$ cat config.mk
export PLATFORM = sky130hd
export DESIGN_NAME = program_loader
export DESIGN_NICKNAME = d
export VERILOG_FILES = /design/src/rtl/program_loader.sv
export SDC_FILE = /design/constraint.sdc
export NUM_CORES = 1
export LEC_CHECK = 0
export CORE_ASPECT_RATIO = 1.2
export CORE_MARGIN = 4
export CORE_UTILIZATION = 62
export CTS_BUF_LIST = sky130_fd_sc_hd__clkbuf_16
export DETAILED_ROUTE_END_ITERATION = 6
export DONT_BUFFER_PORTS = 1
export HOLD_SLACK_MARGIN = 0.15
export PLACE_DENSITY = 0.78
export SETUP_SLACK_MARGIN = 0.5
export SLEW_MARGIN = 40
export SYNTH_ARGS = -nofsm -noshare
export SYNTH_HDL_FRONTEND = slang
export SYNTH_SLANG_ARGS = --single-unit
$ cat constraint.sdc
create_clock -name clock -period 6.5 [get_ports clock]
set_clock_uncertainty 0.1 [all_clocks]
set_input_delay 1.625 -clock clock [delete_from_list [all_inputs] [get_ports clock]]
set_output_delay 1.625 -clock clock [all_outputs]
set_load 0.05 [all_outputs]
$ cat src/rtl/program_loader.sv
// Boot-time program loader: receives a length-prefixed, XOR-checksummed byte
// stream and writes it as big-endian 32-bit words into instruction memory.
module program_loader #(
    parameter int unsigned ADDR_WIDTH = 14,
    parameter int unsigned TIMEOUT    = 1000000
) (
    input  logic                  clock,
    input  logic                  reset,
    input  logic                  start,
    input  logic                  in_valid,
    input  logic [7:0]            in_byte,
    output logic                  in_ready,
    output logic                  imem_we,
    output logic [ADDR_WIDTH-1:0] imem_addr,
    output logic [31:0]           imem_wdata,
    output logic                  cpu_hold,
    output logic                  done,
    output logic                  error,
    output logic [ADDR_WIDTH:0]   words_loaded
);

    localparam int unsigned CNT_W     = (TIMEOUT < 2) ? 1 : $clog2(TIMEOUT);
    localparam int unsigned WL_W      = ADDR_WIDTH + 1;
    localparam logic [31:0] MAX_WORDS = 32'd1 << ADDR_WIDTH;

    typedef enum logic [2:0] {
        S_IDLE,
        S_CNT_HI,
        S_CNT_LO,
        S_DATA,
        S_CHK,
        S_DONE,
        S_ERR
    } state_t;

    state_t             state;
    state_t             state_next;
    logic [7:0]         cnt_hi;
    logic [15:0]        n_words;
    logic [23:0]        shift;
    logic [1:0]         byte_idx;
    logic [7:0]         csum;
    logic [CNT_W-1:0]   idle_cnt;

    logic               accept;
    logic               active;
    logic               sess_start;
    logic               last_word;
    logic               timed_out;
    logic [15:0]        count_full;

    // State register
    always_ff @(posedge clock) begin
        if (reset) begin
            state <= S_IDLE;
        end else begin
            state <= state_next;
        end
    end

    // Next-state decode
    always_comb begin
        state_next = state;
        accept     = in_valid && in_ready;
        active     = (state == S_CNT_HI) || (state == S_CNT_LO) ||
                     (state == S_DATA)   || (state == S_CHK);
        sess_start = start && ((state == S_IDLE) || (state == S_DONE) || (state == S_ERR));
        count_full = {cnt_hi, in_byte};
        last_word  = (32'(words_loaded) + 32'd1) == 32'(n_words);
        timed_out  = (idle_cnt == CNT_W'(TIMEOUT - 1));

        case (state)
            S_IDLE, S_DONE, S_ERR: begin
                if (sess_start) state_next = S_CNT_HI;
            end
            S_CNT_HI: begin
                if (accept) state_next = S_CNT_LO;
            end
            S_CNT_LO: begin
                if (accept) begin
                    if (count_full == 16'd0)                state_next = S_CHK;
                    else if (32'(count_full) > MAX_WORDS)  state_next = S_ERR;
                    else                                   state_next = S_DATA;
                end
            end
            S_DATA: begin
                if (accept && (byte_idx == 2'd3) && last_word) state_next = S_CHK;
            end
            S_CHK: begin
                if (accept) state_next = (in_byte == csum) ? S_DONE : S_ERR;
            end
            default: state_next = S_IDLE;
        endcase

        if (active && !accept && timed_out) state_next = S_ERR;
    end

    // Datapath and registered outputs
    always_ff @(posedge clock) begin
        if (reset) begin
            in_ready     <= 1'b0;
            imem_we      <= 1'b0;
            imem_addr    <= '0;
            imem_wdata   <= '0;
            cpu_hold     <= 1'b0;
            done         <= 1'b0;
            error        <= 1'b0;
            words_loaded <= '0;
            cnt_hi       <= '0;
            n_words      <= '0;
            shift        <= '0;
            byte_idx     <= '0;
            csum         <= '0;
            idle_cnt     <= '0;
        end else begin
            imem_we  <= 1'b0;
            in_ready <= (state_next == S_CNT_HI) || (state_next == S_CNT_LO) ||
                        (state_next == S_DATA)   || (state_next == S_CHK);
            cpu_hold <= (state_next == S_CNT_HI) || (state_next == S_CNT_LO) ||
                        (state_next == S_DATA)   || (state_next == S_CHK) ||
                        (state_next == S_ERR);
            error    <= (state_next == S_ERR);
            done     <= (state_next == S_DONE) && (state != S_DONE);

            if (accept || !active) idle_cnt <= '0;
            else                   idle_cnt <= idle_cnt + CNT_W'(1);

            if (sess_start) begin
                words_loaded <= '0;
                csum         <= '0;
                byte_idx     <= '0;
                idle_cnt     <= '0;
            end

            if (accept && (state == S_CNT_HI)) cnt_hi  <= in_byte;
            if (accept && (state == S_CNT_LO)) n_words <= count_full;

            // Assemble big-endian words; issue the write on the 4th byte
            if (accept && (state == S_DATA)) begin
                shift    <= {shift[15:0], in_byte};
                byte_idx <= byte_idx + 2'd1;
                csum     <= csum ^ in_byte;
                if (byte_idx == 2'd3) begin
                    imem_we      <= 1'b1;
                    imem_addr    <= words_loaded[ADDR_WIDTH-1:0];
                    imem_wdata   <= {shift, in_byte};
                    words_loaded <= words_loaded + WL_W'(1);
                end
            end
        end
    end

endmodule

### Word level (Yosys, flattened, before mapping)

Index checks and enable logic that the tools add are counted.

| storage, ports and cells | value |
|---|---|
| flip-flop bits (word level) | 147 |
| bits of input ports | 12 |
| output and inout bits | 66 |
| logic and storage cells | 86 |

| operators by class | value |
|---|---|
| add/subtract/negate cells | 4 |
| $lt $le $gt $ge | 1 |
| equal/unequal tests | 17 |
| muxes and demuxes | 18 |
| bitwise logic cells | 2 |
| reductions and logical operators | 29 |

Operators with widths:

| operator | count |
|---|---|
| 2-to-1 mux 15 bit | 3 |
| 2-to-1 mux 3 bit | 8 |
| adder 20 x 1 -> 20 bit (second input constant) | 1 |
| == test 20 bit (second input constant) | 1 |
| == test 3 bit (second input constant) | 6 |
| adder 15 x 1 -> 16 bit (second input constant) | 1 |
| == test 16 bit | 1 |
| > comparator 16 x 15 -> 1 bit (second input constant) | 1 |
| zero test 16 bit | 1 |
| 2-to-1 mux 8 bit | 2 |
| adder 15 x 1 -> 15 bit (second input constant) | 1 |
| case mux 3 bit (5 select lines) | 1 |
| == test 3 x 2 -> 1 bit (second input constant) | 4 |
| logical AND 1 bit | 10 |
| logical OR 1 bit | 10 |
| == test 8 bit | 1 |
| XOR 8 bit | 1 |
| == test 3 x 1 -> 1 bit (second input constant) | 2 |
| 2-to-1 mux 2 bit | 3 |
| OR reduction 3 bit | 2 |
| zero test 3 bit | 1 |
| != test 3 bit (second input constant) | 1 |
| adder 2 x 1 -> 2 bit (second input constant) | 1 |
| == test 2 bit (second input constant) | 1 |
| 6 further kinds | 7 |

### Longest topological paths before layout

| depth | value |
|---|---|
| word-level depth | 12 |
| gate-level depth with buffers | 9 |
| gate-level depth less buffers | 8 |

### Worst setup path after synthesis

OpenSTA, ideal clock, no wires.

| timing path | value |
|---|---|
| kind | input port to flip-flop |
| start point | input port in_byte[0] |
| end point | register in_ready |
| setup time | 0.117 ns |
| arrival | 3.139 ns |
| required time | 6.283 ns |
| slack | 3.144 ns |
| stages on the path | 8 |
| path buffers | 1 |
| cell sequence | clkbuf_1 -> nor4_1 -> nand4_1 -> nor3_1 -> nor3b_1 -> nor3_1 -> nand3_1 -> a32o_1 |

| between the ends | value |
|---|---|
| cells in the longest elaborated chain, start to end | 10 |
| elaborated cells on any way between the ends | 17 |
| those cells by class | order compare (1); eq/ne (5); mux (7); reduce/logical (4) |

Ends and longest elaborated chain:

| what | line | source |
|---|---|---|
| from (decl) | 11 | `input logic [7:0] in_byte,` |
| > comparator 16 x 15 -> 1 bit | 82 | `else if (32'(count_full) > MAX_WORDS) state_next = S_ERR;` |
| 2-to-1 mux 3 bit | 82 |  |
| 2-to-1 mux 3 bit | 81 | `if (count_full == 16'd0) state_next = S_CHK;` |
| 2-to-1 mux 3 bit | 80 | `if (accept) begin` |
| case mux 3 bit (5 select lines) (*) | 72 | `case (state)` |
| 2-to-1 mux 3 bit (*) | 95 | `if (active && !accept && timed_out) state_next = S_ERR;` |
| == test 3 x 1 -> 1 bit or == test 3 x 2 -> 1 bit (tied branches) | 117 | `in_ready <= (state_next == S_CNT_HI) \|\| (state_next == S_CNT_LO) \|\|` |
| logical OR 1 bit (2 in a row) | 117 |  |
| logical OR 1 bit (*) | 118 | `(state_next == S_DATA) \|\| (state_next == S_CHK);` |
| to (signal assigned) | 117 |  |
| to (decl) | 12 | `output logic in_ready,` |

Every way passes the cells marked *; elsewhere a longest branch is shown, timed or not.
A chain may end at the register's enable or synchronous reset.

### Worst setup path after layout

| timing path | value |
|---|---|
| start point | input port in_valid |
| end point | register words_loaded[4] |

| between the ends | value |
|---|---|
| cells in the longest elaborated chain, start to end | 3 |

Ends and longest elaborated chain:

| what | line | source |
|---|---|---|
| from (decl) | 10 | `input logic in_valid,` |
| logical AND 1 bit | 64 | `accept = in_valid && in_ready;` |
| logical AND 1 bit | 139 | `if (accept && (state == S_DATA)) begin` |
| 2-to-1 mux 15 bit | 139 |  |
| to (signal assigned) | 147 | `words_loaded <= words_loaded + WL_W'(1);` |
| to (decl) | 19 | `output logic [ADDR_WIDTH:0] words_loaded` |

Every way passes these cells.

==> impl_metrics.ini <==
[synth]
synth_area_um2 = 6400
ys_warn_count = 0
synth_seq_area_share_pct = 46.0
synth_edf_count = 0
async_flop_share_pct = 0
ys_seq_elements = 147
syn_inst = 807
yosys.area.top_type = dfxtp_1
synth.avg_cell_area_um2 = 7.93
yosysTopAreaCellShare_pct = 46.0
synthTopCellsByArea = dfxtp_1 46%, nand2_1 11%, a21oi_1 8.9%, nor2_1 4.2%, xnor2_1 3.1%
syn-num-nets = 822
synth.distinct_cells = 58
synth_ff_type = dfxtp_1
synth_most_common_cell = nand2_1
ys_top_cells_by_count = 193 x nand2_1, 147 x dfxtp_1, 114 x a21oi_1, 71 x nor2_1, 42 x clkbuf_1

[floorplanning]
die_h_um = 119
start_util_pct = 63.6
die_x_um = 101
core_area_um2 = 10100
pin_count = 78
core.rowCount = 40
die_area_um2 = 12000

[setup_path]
cp.arrival_ps = 3870
worstSetupStartpointType = input pin
path_max_fanout = 52
worstPathRequired_ps = 6730
rrSetupSlack_ps = 3130
cp-end-kind = flip-flop
path_class = input pin to flip-flop

[cts]
clk_path_buf_depth = 2
numClockSinks = 147
numCtsBuffers = 17
root_buffer = clkbuf_16
clock_latency_ps = 420
path_clk_slew_ps = 60
h-tree-depth = 4
cts_resized = 0
post_cts_buffers = 0
tritoncts = built
cts_hold_buf = 0

[detailed_routing]
ant_nets = 0
dr.pass1.iters = 5
routed_wl_mm = 14.9
initialDrtViolationCount = 369
wl_per_cell_um = 16.3
vias = 5375
routed_via_density = 5.91
drc_errors = 0

[global_route]
antenna_found_initial = 0
grt_first_pass_wirelength_mm = 24.6
grt_max_degree = 114
track_usage_pct = 25.3
grt_pass1_vias = 5120
grt-ovfl-total = 0

[sta]
setup_tns_ps = 0
final_max_slew_viol_count = 0
tightest_slew_ps = 861
finalCriticalPeriod_ps = 3640
fin_crit_sh_pct = 56.0
slew_headroom_pct = 42.5
finalHoldViolCount = 0
rsz0062_at_grt = false
fmax_mhz = 275
setup_violations = 0

[cells_and_area]
area_growth_pct = 8.03
fillers = 826
nets = 786
num_antenna_cells = 0
layout-drive-gt1-share_pct = 7.40

[placement]
gp_congestion = 0.834
io_buffers = 0
dpl.hpwl_mm = 9.84

[min_path]
hp-class = flip-flop to flip-flop

[power_and_ir_drop]
powerDensity_nw_per_um2 = 277
leakagePower_nw = 2.27
peakVddDrop_v = 0.000178
total_power_mw = 1.92

[run]
maxCapViolations = 0

[outcome]
status = completed
==> per-stage QoR <==
| stage | utilization [%] | hold slack (ps) | cell area, um^2 | worst slack [ps] | std cells |
|---|---|---|---|---|---|
| 3_3_place_gp | 62.8 | 342 | 6310 | 2190 | 877 |
| 6_report | 68.7 | 359 | 6920 | 2860 | 910 |
| 4_1_cts | 68.6 | 353 | 6900 | 2930 | 909 |
| 5_1_grt | 68.7 | 374 | 6920 | 2600 | 910 |
| 3_5_place_dp | 62.8 | 342 | 6320 | 2500 | 877 |
| 2_1_floorplan | - | 332 | 6400 | 3140 | 807 |
==> area by class of cell <==
| type | count | area (um^2) | area share [%] |
|---|---|---|---|
| inverters | 9 | 33.8 | 0.489 |
| well taps | 126 | 158 | 2.28 |
| repair buffers | 3 | 20.0 | 0.289 |
| flip-flops and latches | 147 | 2950 | 42.6 |
| clock buffers | 17 | 425 | 6.15 |
| multi-input cells | 593 | 3170 | 45.9 |
| clock inverters | 15 | 158 | 2.28 |
==> per-layer routing <==
layer  up-vias  routed length (um)  global-route usage [%]
met5         -                   0                       0
met4         0                 416                    10.2
met3        40                 999                    8.32
met2       161                7330                    40.5
met1      2482                6120                    31.0
li1       2692                   -                       -
==> flip-flops by register name (all words and copies together) (netlist names) <==
signal / count
words_loaded: 15
n_words: 16
cnt_hi: 8
csum: 8
byte_idx: 2
in_ready: 1
cpu_hold: 1
done: 1
error: 1
idle_cnt: 20
state: 3
imem_wdata: 32
imem_addr: 14
imem_we: 1
shift: 24
==> worst paths after layout <==
| path | from | to | depth (start not counted) |
|---|---|---|---|
| hold reg to reg | shift[22] | imem_wdata[30] | 2 |
| setup reg to reg | in_ready | words_loaded[4] | 8 |
| hold / removal | shift[22] | imem_wdata[30] | 2 |
| setup / recovery | in_valid | words_loaded[4] | 8 |
==> worst max-delay path, cell delays in order <==
cell and delay (ps):
nand2_1 180, nor2_2 180, buf_4 340, and2_4 550, nand2_1 420, inv_1 290, a21oi_1 100, o22ai_1 140
==> placed cells by master, fill, tap and decap left out, types with 4 or more instances in the layout <==
cell	n
o21ai_0	25
mux2i_1	10
clkbuf_16	17
nand3_1	19
nand4_1	13
nor4_1	7
dfxtp_1	144
nand2_1	193
inv_1	10
a211oi_1	11
a21oi_1	114
and3_1	9
nor2_1	70
o31ai_1	5
or3_1	6
xor2_1	15
or2_2	4
and4_1	5
xnor2_1	23
clkinv_4	5
nor3_1	8
==> logic make-up (layout without fill, tap and decap cells) <==
kind of cell / count (synthesis) / after routing / share of synthesized area, %
buffers and inverters: 67 / 44 / 4.61
AO/OA/AOI/OAI: 182 / 182 / 16.6
XOR/XNOR: 39 / 39 / 5.55
flip-flops: 147 / 147 / 46.0
AND/OR/NAND/NOR: 359 / 359 / 25.1
adder cells (fa/ha/maj): 3 / 3 / 0.586
multiplexers: 10 / 10 / 1.56
==> power by group <==
group / leakage (nW) / total, mW / internal (mW) / switching, mW
Clock: 0.283 / 0.954 / 0.567 / 0.386
Sequential: 1.19 / 0.919 / 0.906 / 0.0134
Combinational: 0.802 / 0.0444 / 0.0178 / 0.0266
Total: 2.27 / 1.92 / 1.49 / 0.426
No activity file was read; power rests on OpenSTA's default activity.
